[src/rtl/mips_mem_pkg.sv]
// Shared definitions for the unified-memory arbiter of the MIPS core.
// State encoding, default widths and the starvation limit.
package mips_mem_pkg;

    localparam int AW_DEF         = 32;
    localparam int DW_DEF         = 32;
    localparam int STARVE_MAX_DEF = 4;
    localparam int CNT_W          = 4;

    typedef enum logic [1:0] {
        S_ARB_IDLE    = 2'b00,
        S_ARB_BUSY_IF = 2'b01,
        S_ARB_BUSY_DM = 2'b10
    } arbState_t;

    function automatic logic [CNT_W-1:0] satInc(
        input logic [CNT_W-1:0] val,
        input logic [CNT_W-1:0] lim
    );
        return (val < lim) ? val + 1'b1 : val;
    endfunction

endpackage

[src/rtl/mem_arbiter.sv]
// Fixed-priority DM-over-IF arbiter for the single-port unified memory,
// with a starvation guard that forces an IF grant after STARVE_MAX DM wins.
module mem_arbiter
    import mips_mem_pkg::*;
#(
    parameter int AW         = AW_DEF,
    parameter int DW         = DW_DEF,
    parameter int STARVE_MAX = STARVE_MAX_DEF
) (
    input  logic          clk,
    input  logic          resetn,
    input  logic          iIfReq,
    input  logic [AW-1:0] iIfAddr,
    output logic          oIfGnt,
    output logic          oIfValid,
    output logic [DW-1:0] oIfRdata,
    input  logic          iDmReq,
    input  logic          iDmWe,
    input  logic [AW-1:0] iDmAddr,
    input  logic [DW-1:0] iDmWdata,
    output logic          oDmGnt,
    output logic          oDmValid,
    output logic [DW-1:0] oDmRdata,
    output logic          oMemCs,
    output logic          oMemWe,
    output logic [AW-1:0] oMemAddr,
    output logic [DW-1:0] oMemWdata,
    input  logic          iMemAck,
    input  logic [DW-1:0] iMemRdata
);

    localparam logic [CNT_W-1:0] CNT_MAX = CNT_W'(STARVE_MAX);

    arbState_t        state;
    arbState_t        stateNext;
    logic [CNT_W-1:0] starveCnt;
    logic             ifWin;
    logic             dmWin;
    logic             ifDone;
    logic             dmDone;
    logic             ifForced;

    assign ifForced = iIfReq && (starveCnt == CNT_MAX);
    assign ifDone   = (state == S_ARB_BUSY_IF) && iMemAck;
    assign dmDone   = (state == S_ARB_BUSY_DM) && iMemAck;

    always_comb begin
        stateNext = state;
        ifWin     = 1'b0;
        dmWin     = 1'b0;
        unique case (state)
            S_ARB_IDLE: begin
                if (iDmReq && !ifForced) begin
                    dmWin     = 1'b1;
                    stateNext = S_ARB_BUSY_DM;
                end else if (iIfReq) begin
                    ifWin     = 1'b1;
                    stateNext = S_ARB_BUSY_IF;
                end
            end
            S_ARB_BUSY_IF,
            S_ARB_BUSY_DM: begin
                if (iMemAck) begin
                    stateNext = S_ARB_IDLE;
                end
            end
            default: stateNext = S_ARB_IDLE;
        endcase
    end

    assign oIfGnt = ifWin;
    assign oDmGnt = dmWin;

    always_ff @(posedge clk or negedge resetn) begin
        if (!resetn) begin
            state <= S_ARB_IDLE;
        end else begin
            state <= stateNext;
        end
    end

    // Only DM wins taken while IF is actually waiting count toward starvation.
    always_ff @(posedge clk or negedge resetn) begin
        if (!resetn) begin
            starveCnt <= '0;
        end else if (ifWin) begin
            starveCnt <= '0;
        end else if (dmWin && iIfReq) begin
            starveCnt <= satInc(starveCnt, CNT_MAX);
        end
    end

    always_ff @(posedge clk or negedge resetn) begin
        if (!resetn) begin
            oMemCs    <= 1'b0;
            oMemWe    <= 1'b0;
            oMemAddr  <= '0;
            oMemWdata <= '0;
        end else if (ifWin) begin
            oMemCs    <= 1'b1;
            oMemWe    <= 1'b0;
            oMemAddr  <= iIfAddr;
            oMemWdata <= '0;
        end else if (dmWin) begin
            oMemCs    <= 1'b1;
            oMemWe    <= iDmWe;
            oMemAddr  <= iDmAddr;
            oMemWdata <= iDmWe ? iDmWdata : '0;
        end else if (ifDone || dmDone) begin
            oMemCs    <= 1'b0;
            oMemWe    <= 1'b0;
            oMemAddr  <= '0;
            oMemWdata <= '0;
        end
    end

    always_ff @(posedge clk or negedge resetn) begin
        if (!resetn) begin
            oIfValid <= 1'b0;
            oDmValid <= 1'b0;
            oIfRdata <= '0;
            oDmRdata <= '0;
        end else begin
            oIfValid <= ifDone;
            oDmValid <= dmDone;
            if (ifDone) begin
                oIfRdata <= iMemRdata;
            end
            // A store completion pulses valid but keeps the last load data.
            if (dmDone && !oMemWe) begin
                oDmRdata <= iMemRdata;
            end
        end
    end

endmodule

[config.mk]
export PLATFORM = sky130hd
export DESIGN_NAME = mem_arbiter
export DESIGN_NICKNAME = d
export VERILOG_FILES = /design/src/rtl/mips_mem_pkg.sv /design/src/rtl/mem_arbiter.sv
export SDC_FILE = /design/constraint.sdc
export NUM_CORES = 1
export LEC_CHECK = 0
export ABC_AREA = 1
export BUFFER_PORTS_ARGS = -buffer_cell sky130_fd_sc_hd__buf_2
export CORE_ASPECT_RATIO = 0.8
export CORE_MARGIN = 1.5
export CORE_UTILIZATION = 43
export DETAILED_ROUTE_END_ITERATION = 16
export HOLD_SLACK_MARGIN = 0.05
export PLACE_DENSITY = 0.77
export SETUP_SLACK_MARGIN = 0.2
export SLEW_MARGIN = 20
export SYNTH_ARGS = -nofsm -noshare
export SYNTH_HDL_FRONTEND = slang
export SYNTH_SLANG_ARGS = --single-unit
export TNS_END_PERCENT = 100
[constraint.sdc]
create_clock -name clk -period 1.4 [get_ports clk]
set_input_delay 0.28 -clock clk [delete_from_list [all_inputs] [get_ports clk]]
set_output_delay 0.28 -clock clk [all_outputs]
set_load 0.01 [all_outputs]
After elaboration in Yosys (flattened, before gate mapping)
Index checks and enable logic that the tools add are counted.

Bits in registers: 138. Input bits: 134.

Add/subtract/negate cells: 1. Order comparisons: 1. Equal/unequal tests: 5. Mux-type cells: 23. Reductions and logical operators: 16.

Operator list (number): $mux 32 (6); $mux 4 (3); $mux 1 (10); $logic_and 1x1->1 (6); $mux 2 (3); $add 4x1->4 const B (1); $eq 4x3->1 const B (1); $lt 4x3->1 const B (1); $pmux 2 s2 (1); $reduce_and 2->1 (2); $reduce_bool 2->1 (2); $ne 3x3->1 const B (1); $reduce_bool 3->1 (1); $eq 2x1->1 const B (1); $eq 2x2->1 const B (1); $logic_not 1->1 (2); $logic_not 2->1 (1); $ne 2x2->1 const B (1); $reduce_or 2->1 (1); $logic_or 1x1->1 (1).

Depth between registers and ports, before layout
Gate-level depths: netlist (run 1).

Depth after elaboration: 9. Mapped depth: 10.

Worst setup path after synthesis (run 1)
OpenSTA, ideal clock, no wires.

Kind: register -> output. Start point: reg starveCnt[0]. End point: out oDmGnt. Arrival time: 1167 ps. Required time: 1120 ps. Slack: -47 ps. Stages on the path, launching flop included: 9. Buffers on the path: 1. Path through: dfrtp_1 inv_1 ha_1 inv_1 nor2_1 nand2_4 nand2_8 nor2_8 buf_4.

Word-level cells in the longest chain between the ends: 6.

RTL lines: from (decl) (line mem_arbiter.sv:36) `logic [CNT_W-1:0] starveCnt;`; from (signal assigned) (line mem_arbiter.sv:89) `starveCnt <= satInc(starveCnt, CNT_MAX);`; $eq 4x3->1 (line mem_arbiter.sv:43) `assign ifForced = iIfReq && (starveCnt == CNT_MAX);`; $logic_and 1x1->1 (line mem_arbiter.sv:43); $logic_not 1->1 (line mem_arbiter.sv:53) `if (iDmReq && !ifForced) begin`; $logic_and 1x1->1 (line mem_arbiter.sv:53); $mux 1 (line mem_arbiter.sv:53); $mux 1 (line mem_arbiter.sv:51) `unique case (state)`; to (decl) (line mem_arbiter.sv:21) `output logic oDmGnt,`.

No other way between the ends.

Final worst setup path (run 1)
Ends and elaborated chain as after synthesis.

==> impl_metrics.toml, run 1 <==
[outcome]
outcome = "finished, violations left"
violations = "setup timing"

[drt]
drc = 0
via_per_inst = 5.31
drt_iter0_markers = 629
post_drt_wl_per_cell_um = 20.4
vias = 7129
firstDrtPassIters = 5
drtAntennaViolNets = 0
drt-total-wl_um = 27400

[hold_path]
min_from = "iIfAddr[27]"
hold_path.class = "in2reg"

[synthesis]
synthCells = 695
syn_area_sq_um = 6010
synthesis.nets = 834
syn_area_per_cell_sq_um = 8.65
synth_cell_types = 21
ys_seq_area_share_pct = 57.5
yosysWarnings = 0
synth_seq_cells = 138

[timing]
fin_crit_sh_pct = 130
worst_pin_slew_ns = 0.609
setup_violations = 134
fmax_mhz = 549
grt_setup_unrepaired = "yes"
postLayoutSetupSlackWorst_ns = -0.420
relSlewSlack_pct = 59.4
setup_tns_ns = -37.44
slew_violations = 0
post-route-min-period_ns = 1.82
fin_skew_ns = 0.0124
hold_viol = 0

[place]
io_buffers = 267
place_congestion = 0.800
dp_hpwl_um = 11200
placed_cells = 1126

[critical_path]
cp.arrival_ns = 1.54
critical_path.slowest_cell = "dfrtp_1"
start_kind = "flip-flop"
cp-end-kind = "output port"
cpPeakStageDelay_ns = 0.37
worstPathRequired_ns = 1.12
crit_type = "reg2out"
startpoint = "starveCnt[0]"
crit_top_cell = "inv_2"
crit_chain = "inv_2 > ha_4 > inv_2 > nor2_4 > nand2_4 > nand2_8 > nor2_8 > buf_6"
critPathBufInv = 3
timing.rr.start = "state[1]"
crit_family = "flip-flops"
path_max_fanout = 5

[grt]
antenna_found_initial = 0
grt_max_degree = 43
grt_pass1_vias = 6258
grt_pass1_wl_um = 32200
overflow = 0
grt_use_total_pct = 28.8

[cts]
cts_buffers = 17
root_buffer = "clkbuf_16"
cts.sinks = 138
cts_tree = "done"
path_clk_slew_ns = 0.06
clkLatencyLatePin_ns = 0.43
h-tree-depth = 4
cts_buffer_depth = 2

[pwr]
max-vdd-ir-drop_mv = 1.46
leakagePower_nw = 6.90
cellPowerDensity_nw_per_um2 = 2350
power_mw = 27.8

[die]
io_pins = 268
die_h_um = 109
initial_core_util_pct = 44.2
die_w_um = 135
num_rows = 38
die_area_sq_um = 14700
core_area_sq_um = 13600

[finish]
drive_above_1_share_pct = 66.0
diodes = 0
synthToLayoutAreaGrowth_pct = 97.4
nNetsFinal = 1290
final_cells = 1343

[run]
timing.max_cap.violations = 0
synthesized netlist by cell type, drive strengths merged:
cell,instances,area [sq um]
or2,1,6.26
clkbuf,11,41.3
dfrtp,138,3450
ha,5,62.6
inv,81,304
buf,34,257
clkinv,1,3.75
o21ai,67,339
nand2,252,970
nand3,67,335
nor2,6,38.8
nand4,32,200
repair_timing:
| action | CTS | global route |
|---|---|---|
| hold endpoints to repair | 34 | 0 |
| gates cloned | 19 | 5 |
| endpoints found under the setup margin | 269 | 271 |
| gates resized for setup | 215 | 271 |
| hold buffers | 1 | 0 |
| buffers inserted | 83 | 78 |
| pin swaps | 16 | 27 |
worst register-to-register path: stages, from the launching register on:
cell and delay [ns]:
dfrtp_1 0.38, inv_2 0.08, buf_6 0.11, buf_6 0.11, ha_4 0.16, o21ai_4 0.17, nand2_2 0.10, clkinv_4 0.10
buf_6 0.11, buf_8 0.13, buf_16 0.16, nand2_4 0.05, nand2_1 0.08
flip-flops by register name (all words and copies together), names as in the netlist:
signal	count
oDmRdata	32
oDmValid	1
oIfRdata	32
oIfValid	1
oMemAddr	32
oMemCs	1
oMemWdata	32
oMemWe	1
starveCnt	4
state	2
placed cells by master, fill, tap and decap left out, types with 2 or more instances in the layout:
| cell type | instances |
|---|---|
| buf_12 | 19 |
| buf_16 | 19 |
| buf_2 | 229 |
| buf_4 | 148 |
| buf_6 | 56 |
| buf_8 | 5 |
| bufinv_16 | 2 |
| clkbuf_1 | 3 |
| clkbuf_16 | 22 |
| clkinv_2 | 2 |
| clkinv_4 | 4 |
| clkinvlp_4 | 3 |
| dfrtp_1 | 137 |
| ha_4 | 4 |
| inv_1 | 71 |
| inv_2 | 8 |
| nand2_1 | 99 |
| nand2_2 | 45 |
| nand2_4 | 106 |
| nand2_8 | 2 |
| nand3_1 | 35 |
| nand3_2 | 32 |
| nand4_1 | 32 |
| nor2_1 | 3 |
| o21ai_1 | 14 |
| o21ai_2 | 52 |
layer usage:
metal	global-route usage, %	wire (um)	vias to the layer above
met2	51.2	13900	470
met3	7.21	2490	98
met1	33.6	9930	3435
met4	11.8	1020	0
met5	0	0	-
li1	-	-	3126
per-stage QoR:
| stage | hold slack [ns] | utilization, % | setup slack, ns | cell area [sq um] |
|---|---|---|---|---|
| 4_1_cts | 0.0946 | 74.5 | -0.446 | 10100 |
| 3_3_place_gp | 0.236 | 56.2 | -0.0817 | 7640 |
| 2_1_floorplan | -0.0156 | - | 0.0125 | 6100 |
| 6_report | 0.112 | 87.3 | -0.420 | 11900 |
| 3_5_place_dp | 0.235 | 56.2 | -0.140 | 7640 |
| 5_1_grt | 0.121 | 87.3 | -0.470 | 11900 |
power breakdown:
group          switching, mW  internal [mW]  total (mW)  leakage [nW]
combinational           7.96           8.44        16.4          4.86
clock                   1.78           2.66        4.45         0.270
sequential              1.34           5.65        6.99          1.77
worst paths after layout:
kind,to,slack [ns],cells past startpoint
setup / recovery,oDmGnt,-0.42,8
hold / removal,oMemAddr[27],0.11,3
setup reg to reg,oMemWdata[0],-0.40,12
hold reg to reg,oMemWdata[7],0.48,2
max in group asynchronous,oDmRdata[0],0.45,3
min in group asynchronous,oMemWdata[21],0.39,2
area by class of cell:
| type | instances | area [sq um] |
|---|---|---|
| inverters | 82 | 320 |
| clock inverters | 10 | 119 |
| well taps | 180 | 225 |
| multi-input cells | 430 | 3290 |
| fillers | 594 | 1730 |
| repair buffers | 482 | 4000 |
| flip-flops and latches | 138 | 3450 |
| clock buffers | 21 | 450 |
kinds of logic after synthesis:
logic type / Yosys count / share of synthesized area (%)
fa+ha+maj: 5 / 1.04
compound gates: 67 / 5.64
simple gates: 358 / 25.8
buf+inv: 127 / 10.1
flops: 138 / 57.5
No activity file was read; power rests on OpenSTA's default activity.
==> run 2, diff against run 1 <==
--- a/config.mk
+++ b/config.mk
@@ -13,6 +13,7 @@
 export DETAILED_ROUTE_END_ITERATION = 16
 export HOLD_SLACK_MARGIN = 0.05
 export PLACE_DENSITY = 0.77
+export REMOVE_ABC_BUFFERS = 1
 export SETUP_SLACK_MARGIN = 0.2
 export SLEW_MARGIN = 20
 export SYNTH_ARGS = -nofsm -noshare
==> run 2 against run 1 <==
The run still ends with setup timing left. Clock skew up 0.0036 ns. Sequential share of layout area down 0.94 points. Global-route usage up 3.7 points. Final cell count increased by 1.2%. Register-to-register slack better by 0.04 ns. Fmax is 0.88% higher. Die area unchanged. Combinational power up 9%. Largest power group unchanged.
==> impl_metrics.toml, run 2 (synthesized netlist as in run 1, its figures left out) <==
[timing]
fin_crit_sh_pct = 129
fin_skew_ns = 0.0160
setup_violations = 135
worst_pin_slew_ns = 0.598
hold_viol = 0
relSlewSlack_pct = 60.1
post-route-min-period_ns = 1.80
postLayoutSetupSlackWorst_ns = -0.404
grt_setup_unrepaired = "yes"
slew_violations = 0
fmax_mhz = 554

[critical_path]
path_max_fanout = 4
reg2reg_depth = 9
r2r_end = "oDmRdata[22]"
rrSetupSlack_ns = -0.36
crit_type = "reg2out"
cp.arrival_ns = 1.52
timing.rr.start = "state[0]"
cp-end-kind = "output port"
endpoint = "oIfGnt"
start_kind = "flip-flop"
startpoint = "starveCnt[1]"
worstPathRequired_ns = 1.12

[die]
die_area_sq_um = 14700
core_area_sq_um = 13600
io_pins = 268
die_h_um = 109
initial_core_util_pct = 44.2
die_w_um = 135
num_rows = 38

[pwr]
p_clk_share_pct = 15.7
swShare_pct = 40.2
leakagePower_nw = 7.06
pwr-share-comb_pct = 60.2
seq_power_share_pct = 24.1
cellPowerDensity_nw_per_um2 = 2410
p_int_mw = 17.7
switchingPower_mw = 11.9
max-vdd-ir-drop_mv = 1.42

[grt]
grt_use_total_pct = 32.6
grt_pass1_vias = 6708
grt_pass1_wl_um = 36200
antenna_found_initial = 2
overflow = 0
grt_max_degree = 53

[outcome]
violations = "setup timing"
outcome = "finished, violations left"

[drt]
firstDrtPassIters = 5
drt_iter0_markers = 858
drt-total-wl_um = 30800
vias = 7564
drc = 0
post_drt_wl_per_cell_um = 22.6
drtAntennaViolNets = 0
via_per_inst = 5.57

[finish]
layout_commonest_cell = "buf_2"
fin_area_sq_um = 12300
drive_above_1_share_pct = 66.8
synthToLayoutAreaGrowth_pct = 104
nNetsFinal = 1305
mostFrequentLayoutCells = "buf_2 (220), buf_4 (150), dfrtp_1 (135)"
utilization_pct = 90.2
final_cells = 1359

[cts]
h-tree-depth = 4
cts_buffers = 17
path_clk_slew_ns = 0.06
root_buffer = "clkbuf_16"
cts_tree = "done"
cts.sinks = 138
clkLatencyLatePin_ns = 0.42
cts_buffer_depth = 2

[place]
placed_cells = 1130
preCtsSetupSlack_ns = -0.177
dp_hpwl_um = 11500
placed_area_sq_um = 7630
io_buffers = 267
place_congestion = 0.781

[run]
timing.max_cap.violations = 0

[hold_path]
hold_path.class = "in2reg"
-- run 2: worst min-delay path by stage --
stage | start | endpoint | slack (ns) | cells past startpoint
final | iIfAddr[27] | oMemAddr[27] | 0.11 | 3
after global routing | iIfAddr[23] | oMemAddr[23] | 0.12 | 3
after CTS | iIfAddr[27] | oMemAddr[27] | 0.09 | 3
after detailed placement | resetn | oMemWdata[23] | 0.08 | 1
after global placement | resetn | oMemWdata[23] | 0.08 | 1
after floorplan | resetn | oDmRdata[0] | -0.02 | 0
-- run 2: what timing repair did --
| item | CTS | global route |
|---|---|---|
| endpoints found under the setup margin | 269 | 271 |
| pin swaps | 28 | 56 |
| endpoints found under the hold margin | 138 | 0 |
| setup buffers | 77 | 89 |
| cloned | 28 | 2 |
| gates resized for setup | 228 | 308 |
| hold buffers | 1 | 0 |
-- run 2: final cells by class --
class | count | area [sq um]
inverters | 82 | 318
multi-input cells | 432 | 3380
flip-flops and latches | 138 | 3460
well taps | 180 | 225
clock buffers | 20 | 447
diodes | 1 | 2.50
clock inverters | 11 | 148
repair buffers | 495 | 4290
fillers | 502 | 1330
-- run 2: worst max-delay path, cell delays in order (launching register included) --
cell,delay [ns]
dfrtp_1,0.38
inv_2,0.07
ha_4,0.12
inv_2,0.04
nor2_4,0.09
nand2_4,0.08
nand2_8,0.09
nand2_4,0.06
inv_4,0.06
buf_6,0.09
-- run 2: metal layers --
| metal | vias to the layer above | global-route usage (%) | routed length (um) |
|---|---|---|---|
| met1 | 3607 | 39.2 | 10600 |
| met2 | 616 | 54.9 | 14800 |
| met3 | 189 | 8.79 | 3480 |
| met5 | - | 0 | 13 |
| met4 | 2 | 15.1 | 1880 |
| li1 | 3150 | - | - |
-- run 2: per-stage QoR --
stage | setup TNS, ns | hold slack, ns | power (mW)
3_3_place_gp | -5.67 | 0.0803 | 13.3
6_report | -32.48 | 0.112 | 29.5
3_5_place_dp | -12.04 | 0.0816 | 13.5
4_1_cts | -24.35 | 0.0916 | 23.2
5_1_grt | -37.59 | 0.119 | 30.5
2_1_floorplan | -77.77 | -0.0156 | 9.94
-- run 2: power groups by stage --
stage	clock network [mW]	registers, mW	logic [mW]
4_1_cts	4.56	6.58	12.1
6_report	4.65	7.11	17.8
3_5_place_dp	0	6.52	6.98
3_3_place_gp	0	6.50	6.79
2_1_floorplan	0	7.28	2.66
5_1_grt	4.88	7.19	18.5
